File: src/rtl/apb_master_arbiter_pkg.sv
// Shared types for the APB master arbiter: protection type, FSM state encoding
// and a strobe-width helper.
package apb_master_arbiter_pkg;

    typedef logic [2:0] prot_t;

    typedef enum logic [1:0] {
        ST_IDLE   = 2'd0,
        ST_SETUP  = 2'd1,
        ST_ACCESS = 2'd2
    } apb_mst_state_e;

    function automatic int strb_width(input int data_width);
        return (data_width + 7) / 8;
    endfunction

endpackage

File: src/rtl/apb_master_arbiter_if.sv
// Requester channels plus APB4 master bus of the arbiter. The master modport is the
// arbiter's view; the slave modport is the environment's view (requesters + APB slave).
interface apb_master_arbiter_if
    import apb_master_arbiter_pkg::*;
#(
    parameter int NumReq    = 2,
    parameter int AddrWidth = 32,
    parameter int DataWidth = 32
) ();
    localparam int StrbWidth = strb_width(DataWidth);

    logic  [NumReq-1:0]                req_valid;
    logic  [NumReq-1:0]                req_ready;
    logic  [NumReq-1:0][AddrWidth-1:0] req_addr;
    logic  [NumReq-1:0]                req_write;
    logic  [NumReq-1:0][DataWidth-1:0] req_wdata;
    logic  [NumReq-1:0][StrbWidth-1:0] req_strb;
    prot_t [NumReq-1:0]                req_prot;

    logic  [NumReq-1:0]                rsp_valid;
    logic  [DataWidth-1:0]             rsp_rdata;
    logic                              rsp_slverr;

    logic  [AddrWidth-1:0]             paddr;
    prot_t                             pprot;
    logic                              psel;
    logic                              penable;
    logic                              pwrite;
    logic  [DataWidth-1:0]             pwdata;
    logic  [StrbWidth-1:0]             pstrb;
    logic                              pready;
    logic  [DataWidth-1:0]             prdata;
    logic                              pslverr;

    modport master (
        input  req_valid, req_addr, req_write, req_wdata, req_strb, req_prot,
        output req_ready, rsp_valid, rsp_rdata, rsp_slverr,
        output paddr, pprot, psel, penable, pwrite, pwdata, pstrb,
        input  pready, prdata, pslverr
    );

    modport slave (
        output req_valid, req_addr, req_write, req_wdata, req_strb, req_prot,
        input  req_ready, rsp_valid, rsp_rdata, rsp_slverr,
        input  paddr, pprot, psel, penable, pwrite, pwdata, pstrb,
        output pready, prdata, pslverr
    );

endinterface

File: src/rtl/apb_master_arbiter_rr_pick.sv
// Combinational round-robin picker: first valid index at or after ptr, wrapping.
// Produces a one-hot grant, its index and an any-valid flag.
module apb_rr_pick #(
    parameter  int NumReq = 2,
    localparam int IdxW   = (NumReq > 1) ? $clog2(NumReq) : 1
) (
    input  logic [NumReq-1:0] valid,
    input  logic [IdxW-1:0]   ptr,
    output logic [NumReq-1:0] grant,
    output logic [IdxW-1:0]   idx,
    output logic              any
);

    int j;

    always_comb begin
        grant = '0;
        idx   = '0;
        any   = 1'b0;
        j     = 0;
        for (int k = 0; k < NumReq; k++) begin
            j = int'(ptr) + k;
            if (j >= NumReq) j = j - NumReq;
            if (!any && valid[j]) begin
                any      = 1'b1;
                idx      = IdxW'(j);
                grant[j] = 1'b1;
            end
        end
    end

endmodule

File: src/rtl/apb_master_arbiter.sv
// Round-robin arbiter sharing one APB4 master port between NumReq requesters;
// runs SETUP/ACCESS for the winner and returns rdata/slverr as a one-cycle pulse.
module apb_master_arbiter
    import apb_master_arbiter_pkg::*;
#(
    parameter int NumReq    = 2,
    parameter int AddrWidth = 32,
    parameter int DataWidth = 32
) (
    input logic                  clk_i,
    input logic                  rst_ni,
    apb_master_arbiter_if.master bus
);
    localparam int StrbWidth = strb_width(DataWidth);
    localparam int IdxW      = (NumReq > 1) ? $clog2(NumReq) : 1;

    apb_mst_state_e state, state_nxt;

    logic [NumReq-1:0]    grant;
    logic [IdxW-1:0]      win_idx;
    logic [IdxW-1:0]      rr_ptr;
    logic [IdxW-1:0]      owner;
    logic                 any_valid;
    logic                 accept;
    logic                 complete;
    logic [NumReq-1:0]    req_ready;

    logic [AddrWidth-1:0] paddr_q;
    prot_t                pprot_q;
    logic                 psel_q;
    logic                 penable_q;
    logic                 pwrite_q;
    logic [DataWidth-1:0] pwdata_q;
    logic [StrbWidth-1:0] pstrb_q;
    logic [NumReq-1:0]    rsp_valid_q;
    logic [DataWidth-1:0] rsp_rdata_q;
    logic                 rsp_slverr_q;

    apb_rr_pick #(.NumReq(NumReq)) u_pick (
        .valid (bus.req_valid),
        .ptr   (rr_ptr),
        .grant (grant),
        .idx   (win_idx),
        .any   (any_valid)
    );

    always_ff @(posedge clk_i or negedge rst_ni) begin
        if (!rst_ni) state <= ST_IDLE;
        else         state <= state_nxt;
    end

    // ready is gated by reset so nothing is handed out while the block is held in reset
    always_comb begin
        state_nxt = state;
        accept    = 1'b0;
        complete  = 1'b0;
        req_ready = '0;
        case (state)
            ST_IDLE: begin
                if (any_valid && rst_ni) begin
                    accept    = 1'b1;
                    req_ready = grant;
                    state_nxt = ST_SETUP;
                end
            end
            ST_SETUP:  state_nxt = ST_ACCESS;
            ST_ACCESS: begin
                if (bus.pready) begin
                    complete  = 1'b1;
                    state_nxt = ST_IDLE;
                end
            end
            default:   state_nxt = ST_IDLE;
        endcase
    end

    always_ff @(posedge clk_i or negedge rst_ni) begin
        if (!rst_ni) begin
            paddr_q      <= '0;
            pprot_q      <= '0;
            psel_q       <= 1'b0;
            penable_q    <= 1'b0;
            pwrite_q     <= 1'b0;
            pwdata_q     <= '0;
            pstrb_q      <= '0;
            owner        <= '0;
            rr_ptr       <= '0;
            rsp_valid_q  <= '0;
            rsp_rdata_q  <= '0;
            rsp_slverr_q <= 1'b0;
        end else begin
            rsp_valid_q <= '0;
            if (accept) begin
                paddr_q  <= bus.req_addr[win_idx];
                pprot_q  <= bus.req_prot[win_idx];
                pwrite_q <= bus.req_write[win_idx];
                pwdata_q <= bus.req_wdata[win_idx];
                pstrb_q  <= bus.req_write[win_idx] ? bus.req_strb[win_idx] : '0;
                owner    <= win_idx;
                rr_ptr   <= (win_idx == IdxW'(NumReq - 1)) ? '0 : win_idx + 1'b1;
                psel_q   <= 1'b1;
            end
            if (state == ST_SETUP) penable_q <= 1'b1;
            if (complete) begin
                psel_q             <= 1'b0;
                penable_q          <= 1'b0;
                rsp_valid_q[owner] <= 1'b1;
                rsp_rdata_q        <= pwrite_q ? '0 : bus.prdata;
                rsp_slverr_q       <= bus.pslverr;
            end
        end
    end

    assign bus.req_ready  = req_ready;
    assign bus.rsp_valid  = rsp_valid_q;
    assign bus.rsp_rdata  = rsp_rdata_q;
    assign bus.rsp_slverr = rsp_slverr_q;
    assign bus.paddr      = paddr_q;
    assign bus.pprot      = pprot_q;
    assign bus.psel       = psel_q;
    assign bus.penable    = penable_q;
    assign bus.pwrite     = pwrite_q;
    assign bus.pwdata     = pwdata_q;
    assign bus.pstrb      = pstrb_q;

endmodule

File: src/flat_wrapper.sv
// flat-port wrapper written by rule: the top's interface ports become plain ports
module apb_master_arbiter_flat import apb_master_arbiter_pkg::*;
#(
    parameter int NumReq    = 2,
    parameter int AddrWidth = 32,
    parameter int DataWidth = 32
)
  (clk_i, rst_ni, bus_req_valid, bus_req_addr, bus_req_write, bus_req_wdata, bus_req_strb, bus_req_prot, bus_req_ready, bus_rsp_valid, bus_rsp_rdata, bus_rsp_slverr, bus_paddr, bus_pprot, bus_psel, bus_penable, bus_pwrite, bus_pwdata, bus_pstrb, bus_pready, bus_prdata, bus_pslverr);
  apb_master_arbiter_if #(.NumReq(NumReq), .AddrWidth(AddrWidth), .DataWidth(DataWidth)) bus_i ();
  input logic clk_i;
  input logic rst_ni;
  input wire logic [$bits(bus_i.req_valid)-1:0] bus_req_valid;
  input wire logic [$bits(bus_i.req_addr)-1:0] bus_req_addr;
  input wire logic [$bits(bus_i.req_write)-1:0] bus_req_write;
  input wire logic [$bits(bus_i.req_wdata)-1:0] bus_req_wdata;
  input wire logic [$bits(bus_i.req_strb)-1:0] bus_req_strb;
  input wire logic [$bits(bus_i.req_prot)-1:0] bus_req_prot;
  output wire logic [$bits(bus_i.req_ready)-1:0] bus_req_ready;
  output wire logic [$bits(bus_i.rsp_valid)-1:0] bus_rsp_valid;
  output wire logic [$bits(bus_i.rsp_rdata)-1:0] bus_rsp_rdata;
  output wire logic [$bits(bus_i.rsp_slverr)-1:0] bus_rsp_slverr;
  output wire logic [$bits(bus_i.paddr)-1:0] bus_paddr;
  output wire logic [$bits(bus_i.pprot)-1:0] bus_pprot;
  output wire logic [$bits(bus_i.psel)-1:0] bus_psel;
  output wire logic [$bits(bus_i.penable)-1:0] bus_penable;
  output wire logic [$bits(bus_i.pwrite)-1:0] bus_pwrite;
  output wire logic [$bits(bus_i.pwdata)-1:0] bus_pwdata;
  output wire logic [$bits(bus_i.pstrb)-1:0] bus_pstrb;
  input wire logic [$bits(bus_i.pready)-1:0] bus_pready;
  input wire logic [$bits(bus_i.prdata)-1:0] bus_prdata;
  input wire logic [$bits(bus_i.pslverr)-1:0] bus_pslverr;
  assign bus_i.req_valid = bus_req_valid;
  assign bus_i.req_addr = bus_req_addr;
  assign bus_i.req_write = bus_req_write;
  assign bus_i.req_wdata = bus_req_wdata;
  assign bus_i.req_strb = bus_req_strb;
  assign bus_i.req_prot = bus_req_prot;
  assign bus_req_ready = bus_i.req_ready;
  assign bus_rsp_valid = bus_i.rsp_valid;
  assign bus_rsp_rdata = bus_i.rsp_rdata;
  assign bus_rsp_slverr = bus_i.rsp_slverr;
  assign bus_paddr = bus_i.paddr;
  assign bus_pprot = bus_i.pprot;
  assign bus_psel = bus_i.psel;
  assign bus_penable = bus_i.penable;
  assign bus_pwrite = bus_i.pwrite;
  assign bus_pwdata = bus_i.pwdata;
  assign bus_pstrb = bus_i.pstrb;
  assign bus_i.pready = bus_pready;
  assign bus_i.prdata = bus_prdata;
  assign bus_i.pslverr = bus_pslverr;
  apb_master_arbiter #(.NumReq(NumReq), .AddrWidth(AddrWidth), .DataWidth(DataWidth)) u_core (.clk_i(clk_i), .rst_ni(rst_ni), .bus(bus_i));
endmodule
File: config.mk
export PLATFORM = sky130hd
export DESIGN_NAME = apb_master_arbiter_flat
export DESIGN_NICKNAME = d
export VERILOG_FILES = /design/src/rtl/apb_master_arbiter_pkg.sv /design/src/rtl/apb_master_arbiter_if.sv /design/src/rtl/apb_master_arbiter_rr_pick.sv /design/src/rtl/apb_master_arbiter.sv /design/src/flat_wrapper.sv
export SDC_FILE = /design/constraint.sdc
export NUM_CORES = 1
export LEC_CHECK = 0
export CAP_MARGIN = 20
export CORE_UTILIZATION = 34
export DETAILED_ROUTE_END_ITERATION = 6
export PLACE_DENSITY = 0.74
export SYNTH_ARGS = -nofsm -noshare
export SYNTH_HDL_FRONTEND = slang
export SYNTH_SLANG_ARGS = --single-unit
File: constraint.sdc
create_clock -name clk_i -period 1.9 [get_ports clk_i]
set_clock_uncertainty 0.2 [all_clocks]
set_input_delay 0.57 -clock clk_i [delete_from_list [all_inputs] [get_ports clk_i]]
set_output_delay 0.57 -clock clk_i [all_outputs]
set_load 0.01 [all_outputs]
# == Word-level counts from Yosys, hierarchy flattened ==
# Index checks and enable logic that the tools add are counted.
# totals
register_bits,113
latch_bits,0
ramBits,0
romBits,0
inputBits,182
output_inout_bits,111
wordCells,88
mem_count,0
# classes
n_addsub,4
mul,0
div_mod_pow,0
order_cmp,9
eq_ne,4
shifts,0
muxes,47
n_bitwise,1
n_reduce_logical,10
# op_table
cell,n
32-bit two-way mux,7
"32-bit by 1-bit greater-or-equal comparator with 1-bit output, second input constant",2
"32-bit by 3-bit less-than comparator with 1-bit output, second input constant",2
1-bit two-way mux,24
2-bit two-way mux,7
4-bit two-way mux,3
3-bit two-way mux,2
2-bit case mux with 3 select lines,1
1-bit logical AND,5
"1-bit by 2-bit less-than comparator with 1-bit output, second input constant",2
2-bit nonzero test,2
1-bit demux with 1-bit select,3
"1-bit by 2-bit subtractor with 3-bit output, second input constant",1
"2-bit by 2-bit subtractor with 3-bit output, second input constant",1
"1-bit by 1-bit adder with 2-bit output, second input constant",1
"2-bit by 1-bit == test with 1-bit output, second input constant",1
"2-bit == test, second input constant",1
"1-bit by 2-bit greater-or-equal comparator with 1-bit output, second input constant",1
"2-bit greater-or-equal comparator, second input constant",1
2-bit zero test,1
"2-bit by 1-bit != test with 1-bit output, second input constant",1
"2-bit != test, second input constant",1
2-bit OR,1
2-bit AND reduction,1
other kinds (3),3

# == Depth between registers and ports, before layout ==
# Gate-level depths: netlist of run 1.
# logic_depth
ltp_word,14
mapped_depth,7
mapped_depth_nobuf,5

# == By module ==
# A second synthesis of run 1 with hierarchy kept.
# unflattened
hier_cells,486
hier_area_um2,5071.1
# modules_own_cells
mod,instances,cells_each,area_each_um2,seq_area_each_um2
apb_master_arbiter,1,481,5038.6,2827.7
apb_rr_pick,1,5,32.5,0.0

# == Worst setup path before layout of run 1 ==
# OpenSTA, ideal clock, no wires.
# synth_timing
path_kind,in2out
from,input port rst_ni
to,output port bus_req_ready[0]
arrival_time_ns,1.256
required_time_ns,1.130
setup_slack_ns,-0.126
path_stages,4
path_cell_list,nor3b_4 > and3_1 > buf_6 > buf_6
# synth_via
elab_chain_cells,3
# synth_lines
element,line_no,source
"start, declared",flat_wrapper.sv:11,input logic rst_ni;
1-bit logical AND,apb_master_arbiter.sv:60,if (any_valid && rst_ni) begin
2-bit two-way mux,apb_master_arbiter.sv:60,
2-bit two-way mux,apb_master_arbiter.sv:58,case (state)
"end, declared",flat_wrapper.sv:18,output wire logic [$bits(bus_i.req_ready)-1:0] bus_req_ready;
# Every way passes these cells.

# == Worst setup path after layout of run 1 ==
# layout_timing
from,register u_core.state[0]
to,output port bus_req_ready[1]
# layout_via
elab_chain_cells,2
# layout_lines
element,line_no,source
"start, declared",apb_master_arbiter.sv:17,"apb_mst_state_e state, state_nxt;"
"start signal, assigned",apb_master_arbiter.sv:49,else state <= state_nxt;
2-bit zero test,apb_master_arbiter.sv:58,
2-bit two-way mux,apb_master_arbiter.sv:58,
# Every way passes these cells.

==> results of run 1 <==
[state kept, by name, summed over array words and instances, names as in the netlist, 2 cells and up]
register / count
u_core.bus.rsp_valid: 2
u_core.bus.pstrb: 4
u_core.bus.paddr: 32
u_core.state: 2
u_core.bus.pprot: 3
u_core.bus.pwdata: 32
u_core.bus.rsp_rdata: 32
[timing repair]
item,4_1_cts,5_1_grt
pin swaps,2,45
hold buffers,0,0
gates resized for setup,191,88
buffers inserted,12,9
endpoints found under the setup margin,183,171
gates cloned,18,3
[kinds of logic after synthesis]
family	after synthesis
buffers and inverters	45
multiplexers	6
AND/OR/NAND/NOR	148
AO/OA/AOI/OAI	110
flip-flops	113
[stage by stage]
| step | setup slack (ns) | area [um^2] |
|---|---|---|
| after floorplan | -0.124 | 4920 |
| after global placement | -0.778 | 8000 |
| after detailed placement | -0.803 | 8000 |
| after CTS | -0.327 | 9350 |
| after global routing | -0.364 | 9510 |
| final | -0.321 | 9510 |
[power groups by stage]
| stage | registers, mW | clock network, mW | logic [mW] |
|---|---|---|---|
| floorplan | 4.62 | 0 | 1.65 |
| global placement | 4.16 | 0 | 5.18 |
| detailed placement | 4.16 | 0 | 5.28 |
| CTS | 4.14 | 3.43 | 5.34 |
| global route | 4.31 | 3.56 | 5.80 |
| finish | 4.21 | 3.38 | 5.44 |
[synth_stat cells]
cell	instances	area share
sky130_fd_sc_hd__dfrtp_1	113	0.58
sky130_fd_sc_hd__and3_1	68	0.087
sky130_fd_sc_hd__a221o_1	67	0.14
sky130_fd_sc_hd__nand2_1	42	0.032
sky130_fd_sc_hd__nand2b_1	33	0.042
sky130_fd_sc_hd__o21ai_0	19	0.019
sky130_fd_sc_hd__o21ai_1	17	0.017
sky130_fd_sc_hd__clkbuf_1	16	0.012
sky130_fd_sc_hd__buf_6	12	0.028
sky130_fd_sc_hd__buf_2	8	0.0082
sky130_fd_sc_hd__mux2i_1	5	0.010
sky130_fd_sc_hd__buf_4	4	0.0061
sky130_fd_sc_hd__a21oi_1	3	0.0031
sky130_fd_sc_hd__inv_1	3	0.0023
sky130_fd_sc_hd__nor2_1	2	0.0015
sky130_fd_sc_hd__a21boi_2	1	0.0023
sky130_fd_sc_hd__a21o_1	1	0.0015
sky130_fd_sc_hd__a32oi_1	1	0.0018
sky130_fd_sc_hd__and2_1	1	0.0013
sky130_fd_sc_hd__clkbuf_2	1	0.0010
sky130_fd_sc_hd__inv_2	1	0.00076
sky130_fd_sc_hd__mux2_1	1	0.0023
sky130_fd_sc_hd__nor3b_4	1	0.0038
sky130_fd_sc_hd__o21ai_4	1	0.0033
sky130_fd_sc_hd__or2_1	1	0.0013
[how the worst max path moves through the flow]
stage | from | cells after the start | to | slack [ns]
floorplan | rst_ni | 4 | bus_req_ready[0] | -0.12
global placement | bus_req_valid[1] | 4 | bus_req_ready[1] | -0.78
CTS | u_core.state[1]$_DFFE_PN0P_ | 4 | bus_req_ready[1] | -0.33
global route | u_core.state[0]$_DFFE_PN0P_ | 4 | bus_req_ready[1] | -0.36
finish | u_core.state[0]$_DFFE_PN0P_ | 4 | bus_req_ready[1] | -0.32
detailed placement | bus_req_valid[1] | 4 | bus_req_ready[1] | -0.80
[final cells by class]
type                            instances  area (um^2)
Antenna cell                            1         2.50
Clock buffer                           20          467
Clock inverter                         11          160
Fill cell                            1052         4480
Inverter                                4         31.3
Multi-Input combinational cell        264         2110
Sequential cell                       113         2830
Tap cell                              180          225
Timing Repair Buffer                  344         3680
Timing Repair inverter                  1         11.3
[routing by layer]
layer,global-route usage,vias up,routed length [um]
met3,0.0763,48,1480
met5,0,-,0
li1,-,2230,-
met1,0.286,2370,7440
met4,0.138,0,669
met2,0.450,274,10200
==> results.md, run 1 <==
- Share of synthesized area occupied by flip-flops and latches: 0.576
- Layout net count: 927
- Count of clock tree sinks: 113
- Overall via count from detail_route: 4,922
- DR vias/cell: 5.25
- Multiplexer share of the synthesized area: 0.0125
- Utilization of the core after routing: 0.680
- Number of violations of the max-capacitance limit: 0
- Post-synthesis share of cell area spent on xor and xnor gates: 0
- Total power draw: around 13 mW
- Most prevalent standard cell on the critical path: sky130_fd_sc_hd__buf_6
- Critical Path Slowest Stage Cell: sky130_fd_sc_hd__dfrtp_1
- I/O pins: 293
- Hold Path Class: input pin to asynchronous set/reset pin
- CTS Root Cell: sky130_fd_sc_hd__clkbuf_16
- Internal: a little under 9 mW
- Synthesized net count: 604
- Flop-to-flop setup slack: -0.21 ns
- Post-Synthesis Cells: 422
- Clock latency on the worst-skew pair: between 0.4 and 0.5 ns
- Crit-path cells: nor3b_4 -> buf_6 -> and2_4 -> buf_6
- Power share of the combinational group: 0.417
- HPWL after DPL: 11,900 um
- First-pass iteration count of the detailed router: 5
- Area fraction in and, or, nand and nor cells after synthesis: 0.169
- DRC violations left: 0
- Count of port buffers added during placement: 292
- Most common library cell in the layout ignoring fill and taps: sky130_fd_sc_hd__clkdlybuf4s50_1
- Shortest clock period the worst path allows after layout: 2.22 ns
- Initial Util: 0.351
- Slew @ Worst Pin: approximately 0.67 ns
- Arrival time reported for the critical path endpoint: 1.45 ns
- Cell total after placement: 873
- Dominant combinational cell family by area after synthesis: compound AO/OA/AOI/OAI gates
- Antenna violations before repair: 1
- Routability cong.: 0.841
- Category of the most critical setup path: flop to primary output
- Bufs and invs on worst path: 2
- First-pass GRT wire length: around 28,000 um
- Synthesized-area fraction occupied by ao, oa, aoi and oai cells: 0.185
- Startpoint of the most critical register-to-register path: u_core.state[0]$_DFFE_PN0P_
- Fraction of power consumed by the clock network: 0.260
- VDD IR max: about 0.73 mV
- DR WL/cell: 21.1 um
- Die area: around 0.015 mm^2
- Number of global-route vias before repair: 5,149
- Final-report max-slew violation count: 0
- Clk pin slew, worst setup/hold paths: about 0.050 ns
- Largest stage delay, worst path: 0.41 ns
- Netlist area before placement: about 0.0049 mm^2
- Largest buffer count on any clock path: 2
- Syn Area/Cell: 11.6 um^2
- Startpoint Class: flop
- Total Neg Setup Slack: -8.33 ns
- Worst Reg2Reg Path Length in Cells: 11
- Highest-count cells in the layout ignoring fill and taps: sky130_fd_sc_hd__clkdlybuf4s50_1 (178), sky130_fd_sc_hd__dfrtp_1 (113), sky130_fd_sc_hd__dlygate4sd2_1 (76)
- Crit path capture type: primary output
- Adder-cell area share of the yosys netlist: 0
- Fraction of power spent switching nets: 0.327
- Switching power summed over all nets: 4.26 mW
- Maximum net fanout on the critical path: 2
- Leak Pwr: between 4 and 5 nW
- Maximum number of pins on one net before global-route repair: between 70 and 80
- Dominant delay contributor by cell family on the critical path: flip-flops
- Synth cell types: 25
- Final worst path period share: 1.17
- Die Span Y: ~120 um
- Hold slack final: between 0.03 and 0.04 ns
- Setup repair after global routing missed its margin: true
- Count of routing violations after the opening detailed-route iteration: 279
- R2R Path End: u_core.bus.paddr[30]$_DFFE_PN0P_
- H-tree lvl count: 4
- Aggregate routed wire length: 19,800 um
- Remaining max-slew budget at the tightest pin: 0.552
- Final setup margin: -0.321 ns
- Violations in the final reports: negative setup slack
- Fmax achieved: 450 MHz
- Sequential fraction of design power: 0.323
- Number of antenna-violating nets in the routed design: 0
- Core Rows: 43
- Fraction of layout instances using a drive strength above 1: 0.206
- Non-filler cells, final: between 900 and 1,000
- Clock buffers created by TritonCTS: 17
- Global route total overflow: 0
- DIE WIDTH: 122 um
- Status: finished, violations left
- Fin. Hold Viols: 0
- Standard cell core area: around 0.014 mm^2
- Aggregate global-route resource usage: 0.260
- Required arrival time at the worst endpoint: 1.13 ns
- Synthesized flop and latch total: 113
- # setup viols final: about 70
- Area grow syn2layout: 93.6%
- Clock tree from TritonCTS: built
- Power per Cell Area: 1370 mW/mm^2
- Number of warning messages in the yosys log: 0
Power figures use the tool's default switching activity.
==> run 2, diff against run 1 <==
--- a/config.mk
+++ b/config.mk
@@ -5,10 +5,11 @@
 export SDC_FILE = /design/constraint.sdc
 export NUM_CORES = 1
 export LEC_CHECK = 0
-export CAP_MARGIN = 20
-export CORE_UTILIZATION = 34
+export CORE_UTILIZATION = 35
+export CTS_BUF_LIST = sky130_fd_sc_hd__clkbuf_2
 export DETAILED_ROUTE_END_ITERATION = 6
-export PLACE_DENSITY = 0.74
+export PLACE_DENSITY = 0.76
+export SLEW_MARGIN = 20
 export SYNTH_ARGS = -nofsm -noshare
 export SYNTH_HDL_FRONTEND = slang
 export SYNTH_SLANG_ARGS = --single-unit
==> run 2 against run 1 <==
  * The run ends with negative hold slack, negative setup slack left
  * Critical path depth down 1
  * Clock power down 53%
  * Global-route usage down 2.3 points
  * Worst hold slack worse by 0.19 ns
  * Sequential share of layout area up 3.2 points
  * Via count up 0.65%
  * Sequential cell count unchanged
  * Maximum frequency down 7.5%
  * Utilization down 4.2 points
  * Count of clock-buffer cells in the layout down 1
  * Design area down 9.8%
  * Critical path type unchanged
  * Largest cell class unchanged
==> results.md, run 2 (same netlist as run 1, synthesis figures left out) <==
- VDD IR max: 0.658 mV (-10%)
- Setup slack after placement: -0.822 ns (-0.0189 ns)
- Fraction of layout instances using a drive strength above 1: 0.301 (+0.0948)
- Number of antenna-violating nets in the routed design: 0 (unchanged)
- Die area: 0.0145 mm^2 (-2.8%)
- Maximum number of pins on one net before global-route repair: 73 (unchanged)
- Initial Util: 0.365 (+0.0140)
- H-tree lvl count: 4 (unchanged)
- Startpoint of the most critical register-to-register path: u_core.state[0]$_DFFE_PN0P_
- DIE WIDTH: 120 um (-1.4%)
- Internal: 7.44 mW (-15%)
- Area grow syn2layout: 74.7%
- Global route total overflow: 0 (unchanged)
- Clock latency on the worst-skew pair: 0.62 ns (+0.20 ns)
- Clk pin slew, worst setup/hold paths: 0.18 ns (+0.13 ns)
- HPWL after DPL: 12,400 um (+3.9%)
- CTS Root Cell: sky130_fd_sc_hd__clkbuf_2
- Flop-to-flop setup slack: -0.07 ns (+0.14 ns)
- Startpoint Class: flop
- Most common library cell in the layout ignoring fill and taps: sky130_fd_sc_hd__clkdlybuf4s50_1
- First-pass GRT wire length: 26,000 um (-8.4%)
- Non-filler cells, final: 968 (+3.2%)
- Final worst path period share: 1.26 (+0.0946)
- Power per Cell Area: 1350 mW/mm^2 (-1.5%)
- Switching power summed over all nets: 4.14 mW (-2.8%)
- R2R Path End: u_core.bus.paddr[17]$_DFFE_PN0P_
- Layout net count: 960 (+3.6%)
- DR WL/cell: 19.2 um (-9.1%)
- Required arrival time at the worst endpoint: 1.13 ns (about the same)
- Hold slack final: -0.156 ns (-0.194 ns)
- Final-report max-slew violation count: 0 (unchanged)
- Cell total after placement: 869 (-0.46%)
- Power share of the combinational group: 0.499 (+0.082)
- DR vias/cell: 5.12 (-2.5%)
- Count of clock tree sinks: 113 (unchanged)
- Core Rows: 42 (-2.3%)
- Sequential fraction of design power: 0.364 (+0.041)
- Clock tree from TritonCTS: built
- Clock buffers created by TritonCTS: 17 (unchanged)
- # setup viols final: 141 (+110%)
- Fraction of power spent switching nets: 0.358 (+0.0307)
- Fin. Hold Viols: 54 (+54)
- Antenna violations before repair: 1 (unchanged)
- Shortest clock period the worst path allows after layout: 2.40 ns (+0.180 ns)
- Routability cong.: 0.850 (+1.0%)
- Violations in the final reports: negative hold slack, negative setup slack
- Category of the most critical setup path: flop to primary output
- Setup repair after global routing missed its margin: true
- Overall via count from detail_route: 4,954 (+0.65%)
- Arrival time reported for the critical path endpoint: 1.63 ns (+0.18 ns)
- Number of violations of the max-capacitance limit: 0 (unchanged)
- Maximum net fanout on the critical path: 3 (+1)
- Leak Pwr: 4.29 nW (-2.7%)
- Worst Reg2Reg Path Length in Cells: 7 (-4)
- Aggregate global-route resource usage: 0.237 (-0.0227)
- Fraction of power consumed by the clock network: 0.137 (-0.123)
- Total Neg Setup Slack: -8.17 ns (+0.161 ns)
- First-pass iteration count of the detailed router: 4 (-1)
- Remaining max-slew budget at the tightest pin: 0.506 (-0.0462)
- Largest buffer count on any clock path: 2 (unchanged)
- Utilization of the core after routing: 0.638 (-0.0419)
- CP startpoint: u_core.state[0]$_DFFE_PN0P_
- Slew @ Worst Pin: 0.741 ns (+0.0692 ns)
- Crit path capture type: primary output
- Standard cell core area: 0.0135 mm^2 (-3.8%)
- Aggregate routed wire length: 18,600 um (-6.2%)
- Hold Path Class: input pin to asynchronous set/reset pin
- Count of routing violations after the opening detailed-route iteration: 264 (-5.4%)
- Number of global-route vias before repair: 4,998 (-2.9%)
- Count of port buffers added during placement: 292 (unchanged)
- I/O pins: 293 (unchanged)
- Highest-count cells in the layout ignoring fill and taps: sky130_fd_sc_hd__clkdlybuf4s50_1 (180), sky130_fd_sc_hd__dfrtp_1 (112), sky130_fd_sc_hd__buf_4 (72)
- DRC violations left: 0 (unchanged)
- Final setup margin: -0.500 ns (-0.180 ns)
- Fmax achieved: 417 MHz (-7.5%)
- Die Span Y: 120 um (-1.4%)
- Status: finished, violations left
## run 2: cell count changes in the layout (fill, tap and decap cells not counted), moves of 4 or more
cell / change
sky130_fd_sc_hd__buf_6: +33
sky130_fd_sc_hd__buf_16: -9
sky130_fd_sc_hd__and3_1: +52
sky130_fd_sc_hd__dlygate4sd2_1: -76
sky130_fd_sc_hd__buf_4: +59
sky130_fd_sc_hd__buf_2: +68
sky130_fd_sc_hd__o21ai_0: +4
sky130_fd_sc_hd__and3_4: -52
sky130_fd_sc_hd__clkbuf_16: -16
sky130_fd_sc_hd__clkbuf_8: -4
sky130_fd_sc_hd__clkbuf_2: +17
sky130_fd_sc_hd__buf_12: -8
sky130_fd_sc_hd__clkdlybuf4s15_1: -32
## run 2: worst max-delay path, stage by stage (launching register included)
cell and delay, ns:
sky130_fd_sc_hd__dfrtp_2 0.46, sky130_fd_sc_hd__nor3b_4 0.25, sky130_fd_sc_hd__and3_4 0.22, sky130_fd_sc_hd__buf_6 0.10
## run 2: worst max-delay path by stage
| stage | cells after the start | endpoint |
|---|---|---|
| 2_1_floorplan | 4 | bus_req_ready[0] |
| 3_3_place_gp | 4 | bus_req_ready[1] |
| 3_5_place_dp | 4 | bus_req_ready[1] |
| 4_1_cts | 3 | bus_req_ready[0] |
| 5_1_grt | 3 | bus_req_ready[0] |
| 6_report | 3 | bus_req_ready[0] |
## run 2: metal layers
| layer | GRT usage | wire, um |
|---|---|---|
| met5 | 0 | 0 |
| met4 | 0.0988 | 495 |
| met3 | 0.0868 | 1810 |
| met2 | 0.415 | 9430 |
| met1 | 0.259 | 6850 |
## run 2: metrics by stage
stage                     cell area [um^2]  total power, mW
after floorplan                       4920             6.27
after global placement                7990             9.34
after detailed placement              7990             9.47
after CTS                             8130             10.9
after global routing                  8580             12.2
final                                 8580             11.6
## run 2: power groups by stage
stage	combinational [mW]	sequential [mW]	clock (mW)
4_1_cts	5.07	4.17	1.62
5_1_grt	6.16	4.33	1.74
6_report	5.78	4.22	1.59
2_1_floorplan	1.65	4.62	0
3_5_place_dp	5.29	4.17	0
3_3_place_gp	5.17	4.17	0
## run 2: repair_timing
item / in CTS / in global routing
setup buffers: 30 / 31
setup endpoints to repair: 173 / 177
pin swaps: 3 / 2
hold endpoints to repair: 54 / 54
gates cloned: 1 / 5
resized for setup: 484 / 24
## run 2: layout make-up
cell class / instances / area (um^2)
multi-input cells: 264 / 1820
diodes: 1 / 2.50
clock inverters: 13 / 139
clock buffers: 19 / 95.1
well taps: 176 / 220
flip-flops and latches: 113 / 2830
inverters: 4 / 17.5
fillers: 1096 / 4870
repair buffers: 378 / 3460
